[config.mk]
export PLATFORM = sky130hd
export DESIGN_NAME = uart_tx_arbiter
export DESIGN_NICKNAME = d
export VERILOG_FILES = /design/src/rtl/uart_tx_arb_pkg.sv /design/src/rtl/uart_rr_picker.sv /design/src/rtl/uart_tx_arbiter.sv
export SDC_FILE = /design/constraint.sdc
export NUM_CORES = 1
export LEC_CHECK = 0
export CAP_MARGIN = 20
export CORE_UTILIZATION = 40
export DETAILED_ROUTE_END_ITERATION = 8
export PLACE_DENSITY_LB_ADDON = 0.25
export SLEW_MARGIN = 20
export SYNTH_ARGS = -nofsm -noshare
export SYNTH_HDL_FRONTEND = slang
export SYNTH_SLANG_ARGS = --single-unit
[constraint.sdc]
create_clock -name clk -period 2.52 [get_ports clk]
set_input_delay 0.504 -clock clk [delete_from_list [all_inputs] [get_ports clk]]
set_output_delay 0.504 -clock clk [all_outputs]
set_load 0.01 [all_outputs]
[src/rtl/uart_tx_arb_pkg.sv]
// rtl/uart_tx_arb_pkg.sv - shared types and constants for the UART TX arbiter
// Contents: FSM state encoding, default parameter values, byte/index widths,
// and the wrapped round-robin pointer increment helper.
package uart_tx_arb_pkg;

  typedef enum logic [1:0] {
    IDLE     = 2'd0,
    LOAD     = 2'd1,
    WAIT_LO  = 2'd2,
    WAIT_RDY = 2'd3
  } arb_state_e;

  localparam int DEF_NUM_REQ  = 4;
  localparam int DEF_TIMEOUT  = 4096;
  localparam int DEF_LOCK_MAX = 16;

  // Width of one requester data slice and of the requester index.
  localparam int BYTE_W = 8;
  localparam int IDX_W  = 3;

  // Index following g in a ring of n requesters.
  function automatic logic [IDX_W-1:0] next_idx(input logic [IDX_W-1:0] g, input int n);
    return (int'(g) >= n - 1) ? '0 : g + IDX_W'(1);
  endfunction

endpackage

[src/rtl/uart_rr_picker.sv]
// rtl/uart_rr_picker.sv - combinational round-robin requester picker
// Ports:
//   req   in  NUM_REQ  pending request bits
//   ptr   in  IDX_W    first index eligible for the grant
//   valid out 1        some request bit is set
//   index out IDX_W    first set request at or after ptr, wrapping to 0
module uart_rr_picker
  import uart_tx_arb_pkg::*;
#(
  parameter int NUM_REQ = DEF_NUM_REQ
) (
  input  logic [NUM_REQ-1:0] req,
  input  logic [IDX_W-1:0]   ptr,
  output logic               valid,
  output logic [IDX_W-1:0]   index
);

  // Requester i sits at distance k from ptr exactly when ptr == (i - k) mod N,
  // so the right-hand side folds to a constant for every (k, i) pair.
  always_comb begin
    valid = 1'b0;
    index = '0;
    for (int k = 0; k < NUM_REQ; k++) begin
      for (int i = 0; i < NUM_REQ; i++) begin
        if (!valid && req[i] && (int'(ptr) == (i - k + NUM_REQ) % NUM_REQ)) begin
          valid = 1'b1;
          index = IDX_W'(i);
        end
      end
    end
  end

endmodule

[src/rtl/uart_tx_arbiter.sv]
// rtl/uart_tx_arbiter.sv - round-robin arbiter feeding bytes to a UART transmitter
// Ports:
//   clk, reset_n      clock, synchronous active-low reset
//   req, lock         per-requester byte pending / keep-grant request
//   req_data          per-requester byte, slice i = [8i+7:8i]
//   ack               one-cycle pulse, byte taken from requester i
//   txrdy             transmitter holding register free
//   tx_hold_reg       byte to the transmitter
//   tx_load           one-cycle write strobe, coincides with ack
//   grant_id          current/last granted requester
//   busy              FSM not in IDLE
//   timeout_err       one-cycle pulse when txrdy fails to return in time
module uart_tx_arbiter
  import uart_tx_arb_pkg::*;
#(
  parameter int NUM_REQ  = DEF_NUM_REQ,
  parameter int TIMEOUT  = DEF_TIMEOUT,
  parameter int LOCK_MAX = DEF_LOCK_MAX
) (
  input  logic                      clk,
  input  logic                      reset_n,
  input  logic [NUM_REQ-1:0]        req,
  input  logic [NUM_REQ-1:0]        lock,
  input  logic [NUM_REQ*BYTE_W-1:0] req_data,
  output logic [NUM_REQ-1:0]        ack,
  input  logic                      txrdy,
  output logic [BYTE_W-1:0]         tx_hold_reg,
  output logic                      tx_load,
  output logic [IDX_W-1:0]          grant_id,
  output logic                      busy,
  output logic                      timeout_err
);

  localparam int LC_W = $clog2(LOCK_MAX + 1);
  localparam int WD_W = $clog2(TIMEOUT + 1);

  arb_state_e          state_q, state_d;
  logic [IDX_W-1:0]    g_q, g_d;
  logic [IDX_W-1:0]    ptr_q, ptr_d;
  logic [LC_W-1:0]     lock_cnt_q, lock_cnt_d;
  logic [WD_W-1:0]     wd_q, wd_d;
  logic [BYTE_W-1:0]   hold_q, hold_d;
  logic                load_q, load_d;
  logic [NUM_REQ-1:0]  ack_q, ack_d;
  logic                tout_q, tout_d;

  logic                pick_valid;
  logic [IDX_W-1:0]    pick_idx;

  logic                req_g;
  logic                lock_g;
  logic [BYTE_W-1:0]   data_g;
  logic [NUM_REQ-1:0]  ack_sel;

  uart_rr_picker #(.NUM_REQ(NUM_REQ)) u_picker (
    .req   (req),
    .ptr   (ptr_q),
    .valid (pick_valid),
    .index (pick_idx)
  );

  // Per-requester views of the granted requester.
  always_comb begin
    req_g   = 1'b0;
    lock_g  = 1'b0;
    data_g  = '0;
    ack_sel = '0;
    for (int i = 0; i < NUM_REQ; i++) begin
      if (g_q == IDX_W'(i)) begin
        req_g      = req[i];
        lock_g     = lock[i];
        data_g     = req_data[i*BYTE_W +: BYTE_W];
        ack_sel[i] = 1'b1;
      end
    end
  end

  always_comb begin
    state_d    = state_q;
    g_d        = g_q;
    ptr_d      = ptr_q;
    lock_cnt_d = lock_cnt_q;
    wd_d       = wd_q;
    hold_d     = hold_q;
    load_d     = 1'b0;
    ack_d      = '0;
    tout_d     = 1'b0;
    unique case (state_q)
      IDLE: begin
        if (txrdy && pick_valid) begin
          g_d     = pick_idx;
          state_d = LOAD;
        end
      end
      LOAD: begin
        // A requester that withdrew between grant and load is skipped silently.
        if (req_g) begin
          hold_d     = data_g;
          load_d     = 1'b1;
          ack_d      = ack_sel;
          lock_cnt_d = lock_cnt_q + 1'b1;
          wd_d       = '0;
          state_d    = WAIT_LO;
        end else begin
          ptr_d      = next_idx(g_q, NUM_REQ);
          lock_cnt_d = '0;
          state_d    = IDLE;
        end
      end
      WAIT_LO, WAIT_RDY: begin
        if (wd_q == WD_W'(TIMEOUT - 1)) begin
          tout_d     = 1'b1;
          ptr_d      = next_idx(g_q, NUM_REQ);
          lock_cnt_d = '0;
          state_d    = IDLE;
        end else begin
          wd_d = wd_q + 1'b1;
          if (state_q == WAIT_LO) begin
            if (!txrdy) state_d = WAIT_RDY;
          end else if (txrdy) begin
            if (lock_g && req_g && (lock_cnt_q < LC_W'(LOCK_MAX))) begin
              state_d = LOAD;
            end else begin
              ptr_d      = next_idx(g_q, NUM_REQ);
              lock_cnt_d = '0;
              state_d    = IDLE;
            end
          end
        end
      end
      default: state_d = IDLE;
    endcase
  end

  always_ff @(posedge clk) begin
    if (!reset_n) begin
      state_q    <= IDLE;
      g_q        <= '0;
      ptr_q      <= '0;
      lock_cnt_q <= '0;
      wd_q       <= '0;
      hold_q     <= '0;
      load_q     <= 1'b0;
      ack_q      <= '0;
      tout_q     <= 1'b0;
    end else begin
      state_q    <= state_d;
      g_q        <= g_d;
      ptr_q      <= ptr_d;
      lock_cnt_q <= lock_cnt_d;
      wd_q       <= wd_d;
      hold_q     <= hold_d;
      load_q     <= load_d;
      ack_q      <= ack_d;
      tout_q     <= tout_d;
    end
  end

  assign ack         = ack_q;
  assign tx_hold_reg = hold_q;
  assign tx_load     = load_q;
  assign grant_id    = g_q;
  assign busy        = (state_q != IDLE);
  assign timeout_err = tout_q;

endmodule

**After elaboration in Yosys (flattened, before gate mapping)**

Index checks and enable logic that the tools add are counted.

- Add/subtract/negate cells: 3
- $lt $le $gt $ge: 2
- Equality and inequality tests: 19
- Mux-type cells: 73
- Reduce and logical (&&, ||, !) cells: 64

Operators with widths:

| operator | count |
|---|---|
| $mux 2 | 20 |
| $logic_and 1x1->1 | 34 |
| $mux 1 | 32 |
| $mux 8 | 4 |
| $mux 13 | 2 |
| $pmux 13 s2 | 1 |
| $mux 5 | 5 |
| $mux 3 | 6 |
| $logic_not 1->1 | 15 |
| $add 13x1->13 const B | 1 |
| $eq 13x12->1 const B | 1 |
| $pmux 5 s2 | 1 |
| $eq 3x2->1 const B | 3 |
| $ne 3x3->1 const B | 3 |
| $reduce_and 3->1 | 3 |
| $ne 2x2->1 const B | 4 |
| $ne 4x4->1 const B | 2 |
| $reduce_and 2->1 | 4 |
| $eq 3x3->1 const B | 2 |
| $logic_not 3->1 | 2 |
| $pmux 2 s3 | 1 |
| $pmux 3 s2 | 1 |
| $add 5x1->5 const B | 1 |
| $lt 5x5->1 const B | 1 |
| other kinds (10) | 12 |

- Register bits: 40
- Input bits: 43
- Output and inout bits: 18
- Word-level logic and storage cells: 170

**Logic depth before layout (Yosys ltp)**

Gate-level depths: netlist (run 1).

- Word-level depth: 66
- Gate-level depth with buffers: 9
- Gate-level depth less buffers: 7

**By module**

From an unflattened synthesis (run 1), not the netlist that was laid out.

- Cells, all modules: 279
- Area, all modules: 2406.1 sq um

By module, submodules not included:

| module | times used | cells an instance | area an instance (sq um) | seq. area each (sq um) |
|---|---|---|---|---|
| uart_tx_arbiter | 1 | 253 | 2244.7 | 800.8 |
| uart_rr_picker | 1 | 26 | 161.4 | 0.0 |

**Worst setup path after synthesis (run 1)**

No wires, ideal clock.

- Path type: register to register
- From: reg g_q[0], in the netlist grant_id[0]
- To: reg lock_cnt_q[0]
- Setup time: 73 ps
- Arrival time: 2043 ps
- Required time: 2447 ps
- Path slack: 404 ps
- Cell stages (with the launch flop): 9
- Path buffers: 1
- Period minus slack after synthesis: 2116 ps
- Path through: dfxtp_1 -> inv_1 -> ha_1 -> buf_2 -> nor3b_1 -> or3_1 -> o31ai_4 -> nand2_2 -> nor3_2

- Longest elaborated chain between the ends: 9
- Elaborated cells between the ends (all ways): 18
- Classes of those cells: eq/ne: 4; mux: 10; reduce/logical: 4

Ends and longest elaborated chain:

| what | line | source |
|---|---|---|
| start: declaration | uart_tx_arbiter.sv:38 | `logic [IDX_W-1:0] g_q, g_d;` |
| start signal: assignment | uart_tx_arbiter.sv:148 | `g_q <= g_d;` |
| $logic_not 3->1 | uart_tx_arbiter.sv:69 | `if (g_q == IDX_W'(i)) begin` |
| $mux 1 (4 in series) | uart_tx_arbiter.sv:69 |  |
| $logic_and 1x1->1 (2 in series) | uart_tx_arbiter.sv:121 | `if (lock_g && req_g && (lock_cnt_q < LC_W'(LOCK_MAX))) begin` |
| $ne 3x3->1 (no line) | -- |  |
| $reduce_and 4->1 (no line) | -- |  |
| end signal: assignment | uart_tx_arbiter.sv:150 | `lock_cnt_q <= lock_cnt_d;` |
| end: declaration | uart_tx_arbiter.sv:40 | `logic [LC_W-1:0] lock_cnt_q, lock_cnt_d;` |

Parallel ways exist; a longest one is shown, timed or not.
A chain may end at the register's enable or synchronous reset.

**Worst setup path after layout (run 1)**

- From: reg g_q[0], in the netlist grant_id[0]
- To: reg lock_cnt_q[2]

Same word-level chain as after synthesis.

==> results of run 1 <==
[layout make-up]
| cell class | count | area [um^2] | area share [%] |
|---|---|---|---|
| well taps | 70 | 87.6 | 2.94 |
| flip-flops and latches | 38 | 761 | 25.5 |
| clock inverters | 1 | 30.0 | 1.01 |
| clock buffers | 7 | 76.3 | 2.56 |
| inverters | 8 | 30.0 | 1.01 |
| multi-input cells | 200 | 1310 | 43.9 |
| repair buffers | 72 | 688 | 23.1 |
[Yosys cell counts (2+ instances only)]
master and n:
a211oi_1 8, a21oi_1 32, a221oi_1 7, a22oi_1 3, a31oi_1 2, and2_1 7, and3_1 2, buf_2 4
buf_4 2, clkbuf_1 6, dfxtp_1 38, ha_1 6, inv_1 5, inv_2 2, mux2i_1 5, nand2_1 11
nand2b_1 3, nand3_1 12, nand3b_1 5, nand4_1 4, nor2_1 17, nor2b_1 9, nor3_1 11, nor3b_1 4
o211ai_1 2, o21ai_0 10, o21ai_1 3, or3_1 9
[path summary, 6_finish.rpt]
| path | endpoint | depth (start not counted) | from |
|---|---|---|---|
| setup / recovery | lock_cnt_q[2]$_SDFFE_PN0P_ | 8 | grant_id[0]$_SDFFE_PN0P_ |
| hold / removal | lock_cnt_q[3]$_SDFFE_PN0P_ | 2 | lock_cnt_q[3]$_SDFFE_PN0P_ |
| setup reg to reg | lock_cnt_q[2]$_SDFFE_PN0P_ | 8 | grant_id[0]$_SDFFE_PN0P_ |
| hold reg to reg | lock_cnt_q[3]$_SDFFE_PN0P_ | 2 | lock_cnt_q[3]$_SDFFE_PN0P_ |
[power breakdown]
part	switching (mW)	internal (mW)
logic	0.161	0.175
clock network	0.209	0.296
registers	0.0175	0.622
total	0.387	1.09
[metal layers]
metal | wire length (um) | global-route usage, % | vias up
met5 | 0 | 0 | -
met4 | 87 | 7.82 | 0
met3 | 272 | 5.42 | 10
met2 | 2420 | 31.3 | 60
met1 | 2550 | 27.9 | 983
li1 | - | - | 1098
[critical path: stages (launching register included)]
cell and delay, ns:
dfxtp_1 0.45, inv_1 0.10, ha_1 0.24, buf_4 0.20
or2_1 0.26, a221o_1 0.29, a31oi_1 0.36, o21ai_0 0.19
mux2i_1 0.14
[kinds of logic after synthesis]
kind of cell               count (synthesis)
DFF                                       38
other                                      1
buffers and inverters                     21
and+or+nand+nor                          104
adders and majority gates                  6
muxes                                      5
xor gates and xnor gates                   1
AOI/OAI and AO/OA                         83
[through the flow]
| stage | worst slack, ns | cells | utilization [%] | cell area, um^2 |
|---|---|---|---|---|
| final | 0.179 | 396 | 57.6 | 2980 |
| after global routing | 0.0172 | 396 | 57.6 | 2980 |
| after CTS | 0.202 | 396 | 57.6 | 2980 |
| after detailed placement | -0.0578 | 388 | 55.6 | 2870 |
| after global placement | -0.00768 | 388 | 55.6 | 2870 |
| after floorplan | 0.404 | 259 | - | 2170 |
==> metrics.md, run 1 <==
| Metric | Value |
|---|---|
| Worst-Skew Late Latency | `roughly 0.28 ns` |
| Drt pass-1 iters | `4` |
| Number of synthesized flops with an enable pin | `0` |
| Fraction of the mapped netlist area in adder cells | `3.46%` |
| Max FFs per register | `13` |
| First-pass GRT wire length | `roughly 9 mm` |
| 1st-iter DRT viols | `approximately 110` |
| Ys async rst share | `0%` |
| Die X | `approximately 76 um` |
| Crit path capture type | `register` |
| Yosys top cell by area | `dfxtp_1` |
| Min cycle time layout | `between 2 and 2.5 ns` |
| Post-CTS resize count | `0` |
| Fillers | `approximately 500` |
| Row count | `26` |
| CTS tree | `built` |
| Yosys warnings | `0` |
| Sequential-to-total area share from yosys stat | `a little over a third` |
| Simple-gate share of the synthesized area | `between 20% and 30%` |
| Worst VDD drop | `0.262 mV` |
| TritonCTS Buffers | `5` |
| Initial Utilization | `around two fifths` |
| Post-synthesis mux area share | `roughly 2.3%` |
| Critical Path AT | `between 2 and 3 ns` |
| Drt wl/cell | `13.4 um` |
| Compound-Gate Fraction of Synth Area | `about a quarter` |
| Hold crit path type | `reg -> reg` |
| Die area | `0.00572 mm^2` |
| Synth area leaders | `dfxtp_1 35%, a21oi_1 7.4%, ha_1 3.5%` |
| #FFs+latches synth | `38` |
| Leakage | `between 1 and 1.5 nW` |
| Cells after Synth | `approximately 260` |
| Reg clk slew, reported paths | `roughly 0.070 ns` |
| Largest family of logic cells by synthesized area | `simple AND/OR/NAND/NOR gates` |
| Placed wire-length estimate | `around 4.0 mm` |
| Max cap viols | `0` |
| Outcome | `completed` |
| Largest net degree at the start of global routing | `22` |
| Total wire length | `5.33 mm` |
| Clock sink count | `38` |
| Internal reg-to-reg setup slack | `0.18 ns` |
| Predominant post-synthesis flop cell | `dfxtp_1` |
| Fraction of layout cells with a size suffix above 1 | `under 10%` |
| Synth Area in XOR/XNOR | `less than 1%` |
| CTS root buf | `clkbuf_8` |
| Post-DR vias/cell | `5.43` |
| Critical Path RT | `roughly 2.7 ns` |
| Tot GR Track Use | `20.6%` |
| Final Hold Fails | `0` |
| FMAX | `roughly 0.43 GHz` |
| Max FO, Critical Path | `18` |
| Commonest non-fill, non-tap cells in the layout | `59 x clkdlybuf4s50_1, 38 x dfxtp_1, 32 x a21oi_1` |
| Setup Crit Path Kind | `reg -> reg` |
| PortBufs | `59` |
| I/O pins | `61` |
| RSZ-0062 raised after global routing | `false` |
| Worst setup SP type | `register` |
| Vias in the first global route | `1,897` |
| Die height | `around 76 um` |
| Core Region | `0.00517 mm^2` |
| Syn nets | `a little over 300` |
| Fin crit share | `roughly 93%` |
| Max-slew violations | `0` |
| Buffers inserted by post-CTS timing repair | `0` |
| Slew margin rel. | `~50%` |
| Initial antenna violation count | `0` |
| Area growth syn-to-layout | `37.5%` |
| Pwr/cell area | `a little under 500 mW/mm^2` |
| Count of cell types in the netlist | `slightly below 60` |
| Diodes inserted | `0` |
| Total power | `about 1.5 mW` |
| Post-Syn Area per Cell | `approximately 8.4 um^2` |
| WHS | `0.484 ns` |
| Commonest non-fill, non-tap cell in the layout | `clkdlybuf4s50_1` |
| DRC | `0` |
| Synth top area share | `35.1%` |
| Final setup fails | `0` |
| Vias | `around 2,200` |
| Area of the mapped netlist | `about 0.0022 mm^2` |
| Largest buffer count on any clock path | `2` |
| Nets | `~370` |
| Hold Buf Count CTS | `0` |
| Routability cong. | `0.806` |
| Clk_skew | `0.00297 ns` |
| Routed Antenna Nets | `0` |
| Number of H-tree levels | `2` |
| Worst slew pin tran | `approximately 0.74 ns` |
| Global route overflow | `0` |
| Setup_tns | `0 ns` |
Note: power is estimated with default switching activity, not from simulation.
==> run 2, diff against run 1 <==
Settings changed: CAP_MARGIN 20 to default, MAX_ROUTING_LAYER from default to met4.
==> run 2 against run 1 <==
  * Design area unchanged
  * Clock-buffer cell count unchanged
  * Sequential share of layout area unchanged
  * Clock power about the same
  * Global-route usage increased by 0.64 points
  * Worst setup slack about the same
  * Highest routed layer unchanged
  * Largest power group unchanged
==> metrics.md, run 2 (synthesis gave the netlist of run 1 again) <==
| Metric | Value |
|---|---|
| Outcome | `completed` |
| Critical Path RT | `~2.7 ns` |
| FMAX | `between 0.4 and 0.5 GHz` |
| Commonest non-fill, non-tap cell in the layout | `clkdlybuf4s50_1` |
| Nets | `about 370` |
| Clock sink count | `38` |
| Drt pass-1 iters | `4` |
| Row count | `26` |
| Fin crit share | `92.9%` |
| Worst VDD drop | `0.264 mV` |
| CTS root buf | `clkbuf_8` |
| Setup_tns | `0 ns` |
| WHS | `roughly 0.5 ns` |
| Max-slew violations | `0` |
| PortBufs | `just under 60` |
| Buffers inserted by post-CTS timing repair | `0` |
| Routability cong. | `roughly 0.82` |
| Worst-Skew Late Latency | `around 0.29 ns` |
| Vias | `2,153` |
| Area growth syn-to-layout | `37.5%` |
| Tot GR Track Use | `21.2%` |
| Largest net degree at the start of global routing | `22` |
| 1st-iter DRT viols | `94` |
| Critical Path AT | `approximately 2.5 ns` |
| TritonCTS Buffers | `5` |
| Vias in the first global route | `between 1,500 and 2,000` |
| First-pass GRT wire length | `between 8 and 9 mm` |
| Hold Path Origin | `wd_q[12]$_SDFFE_PN0P_` |
| Max cap viols | `0` |
| Die height | `~76 um` |
| Die area | `about 0.0057 mm^2` |
| Clk_skew | `0.00597 ns` |
| Worst slew pin tran | `between 0.7 and 0.8 ns` |
| Number of H-tree levels | `2` |
| Final Hold Fails | `0` |
| Max FO, Critical Path | `18` |
| Reg2reg start | `grant_id[0]$_SDFFE_PN0P_` |
| Worst Hold Depth | `1` |
| Die X | `roughly 76 um` |
| Hold crit path type | `reg -> reg` |
| Post-CTS resize count | `0` |
| Drt wl/cell | `between 10 and 15 um` |
| Largest buffer count on any clock path | `2` |
| Core Region | `between 0.005 and 0.006 mm^2` |
| Max FFs per register | `13` |
| Worst setup SP type | `register` |
| Critical Path Start | `grant_id[0]$_SDFFE_PN0P_` |
| Placed wire-length estimate | `4.05 mm` |
| Min cycle time layout | `between 2 and 2.5 ns` |
| Worst R2R Path Depth | `8` |
| I/O pins | `a little over 60` |
| DRC | `0` |
| Fraction of layout cells with a size suffix above 1 | `8.90%` |
| Pwr/cell area | `498 mW/mm^2` |
| Commonest non-fill, non-tap cells in the layout | `59 x clkdlybuf4s50_1, 38 x dfxtp_1, 32 x a21oi_1` |
| PnR worst setup slack | `between 0.15 and 0.2 ns` |
| Post-DR vias/cell | `between 5 and 6` |
| Initial antenna violation count | `0` |
| Setup WS pre-CTS | `-0.0578 ns` |
| Fin util | `57.6%` |
| Total power | `1.48 mW` |
| Initial Utilization | `around two fifths` |
| Slew margin rel. | `about half` |
| RSZ-0062 raised after global routing | `false` |
| Total wire length | `5.32 mm` |
| Reg clk slew, reported paths | `roughly 0.08 ns` |
| Hold Buf Count CTS | `0` |
| CTS tree | `built` |
| Diodes inserted | `0` |
| Leakage | `1.06 nW` |
| Final setup fails | `0` |
| Routed Antenna Nets | `0` |
| Setup Crit Path Kind | `reg -> reg` |
| Global route overflow | `0` |
| Crit path capture type | `register` |
run 2: cell counts in the layout (fill, tap and decap cells not counted):
Identical to the previous run, type by type.
run 2: where the power goes:
part | switching [mW] | leakage [nW] | internal, mW | total (mW)
combinational | 0.161 | 0.698 | 0.175 | 0.336
clock | 0.212 | 0.0524 | 0.296 | 0.508
sequential | 0.0175 | 0.308 | 0.622 | 0.640
run 2: critical path, cell delays in order, from the launching register on:
cell	delay, ns
dfxtp_1	0.45
inv_1	0.10
ha_1	0.24
buf_4	0.20
or2_1	0.26
a221o_1	0.29
a31oi_1	0.36
o21ai_0	0.19
mux2i_1	0.14
run 2: area by class of cell:
type | instances | area (um^2)
tap | 70 | 87.6
fill | 497 | 2190
clock inverter | 1 | 30.0
sequential | 38 | 761
multi-input combinational | 200 | 1310
inverter | 8 | 30.0
clock buffer | 7 | 76.3
timing repair buffer | 72 | 688
run 2: through the flow:
| step | cell area (um^2) | cells |
|---|---|---|
| 2_1_floorplan | 2170 | 259 |
| 3_3_place_gp | 2870 | 388 |
| 3_5_place_dp | 2870 | 388 |
| 4_1_cts | 2980 | 396 |
| 5_1_grt | 2980 | 396 |
| 6_report | 2980 | 396 |
run 2: path summary, 6_finish.rpt:
path	end	slack [ns]
worst max register to register	lock_cnt_q[2]$_SDFFE_PN0P_	0.18
worst max-delay path	lock_cnt_q[2]$_SDFFE_PN0P_	0.18
worst min register to register	wd_q[12]$_SDFFE_PN0P_	0.49
worst min-delay path	wd_q[12]$_SDFFE_PN0P_	0.49
run 2: per-layer routing:
metal  vias to the layer above  global-route usage, %  share of wire (%)  routed length, um
met2                        60                   31.3                 46               2440
met4                         0                   7.82                1.8                 95
li1                       1096                      -                  -                  -
met3                         9                   4.89                4.3                230
met5                         -                      -                  0                  0
met1                       988                   28.2                 48               2560
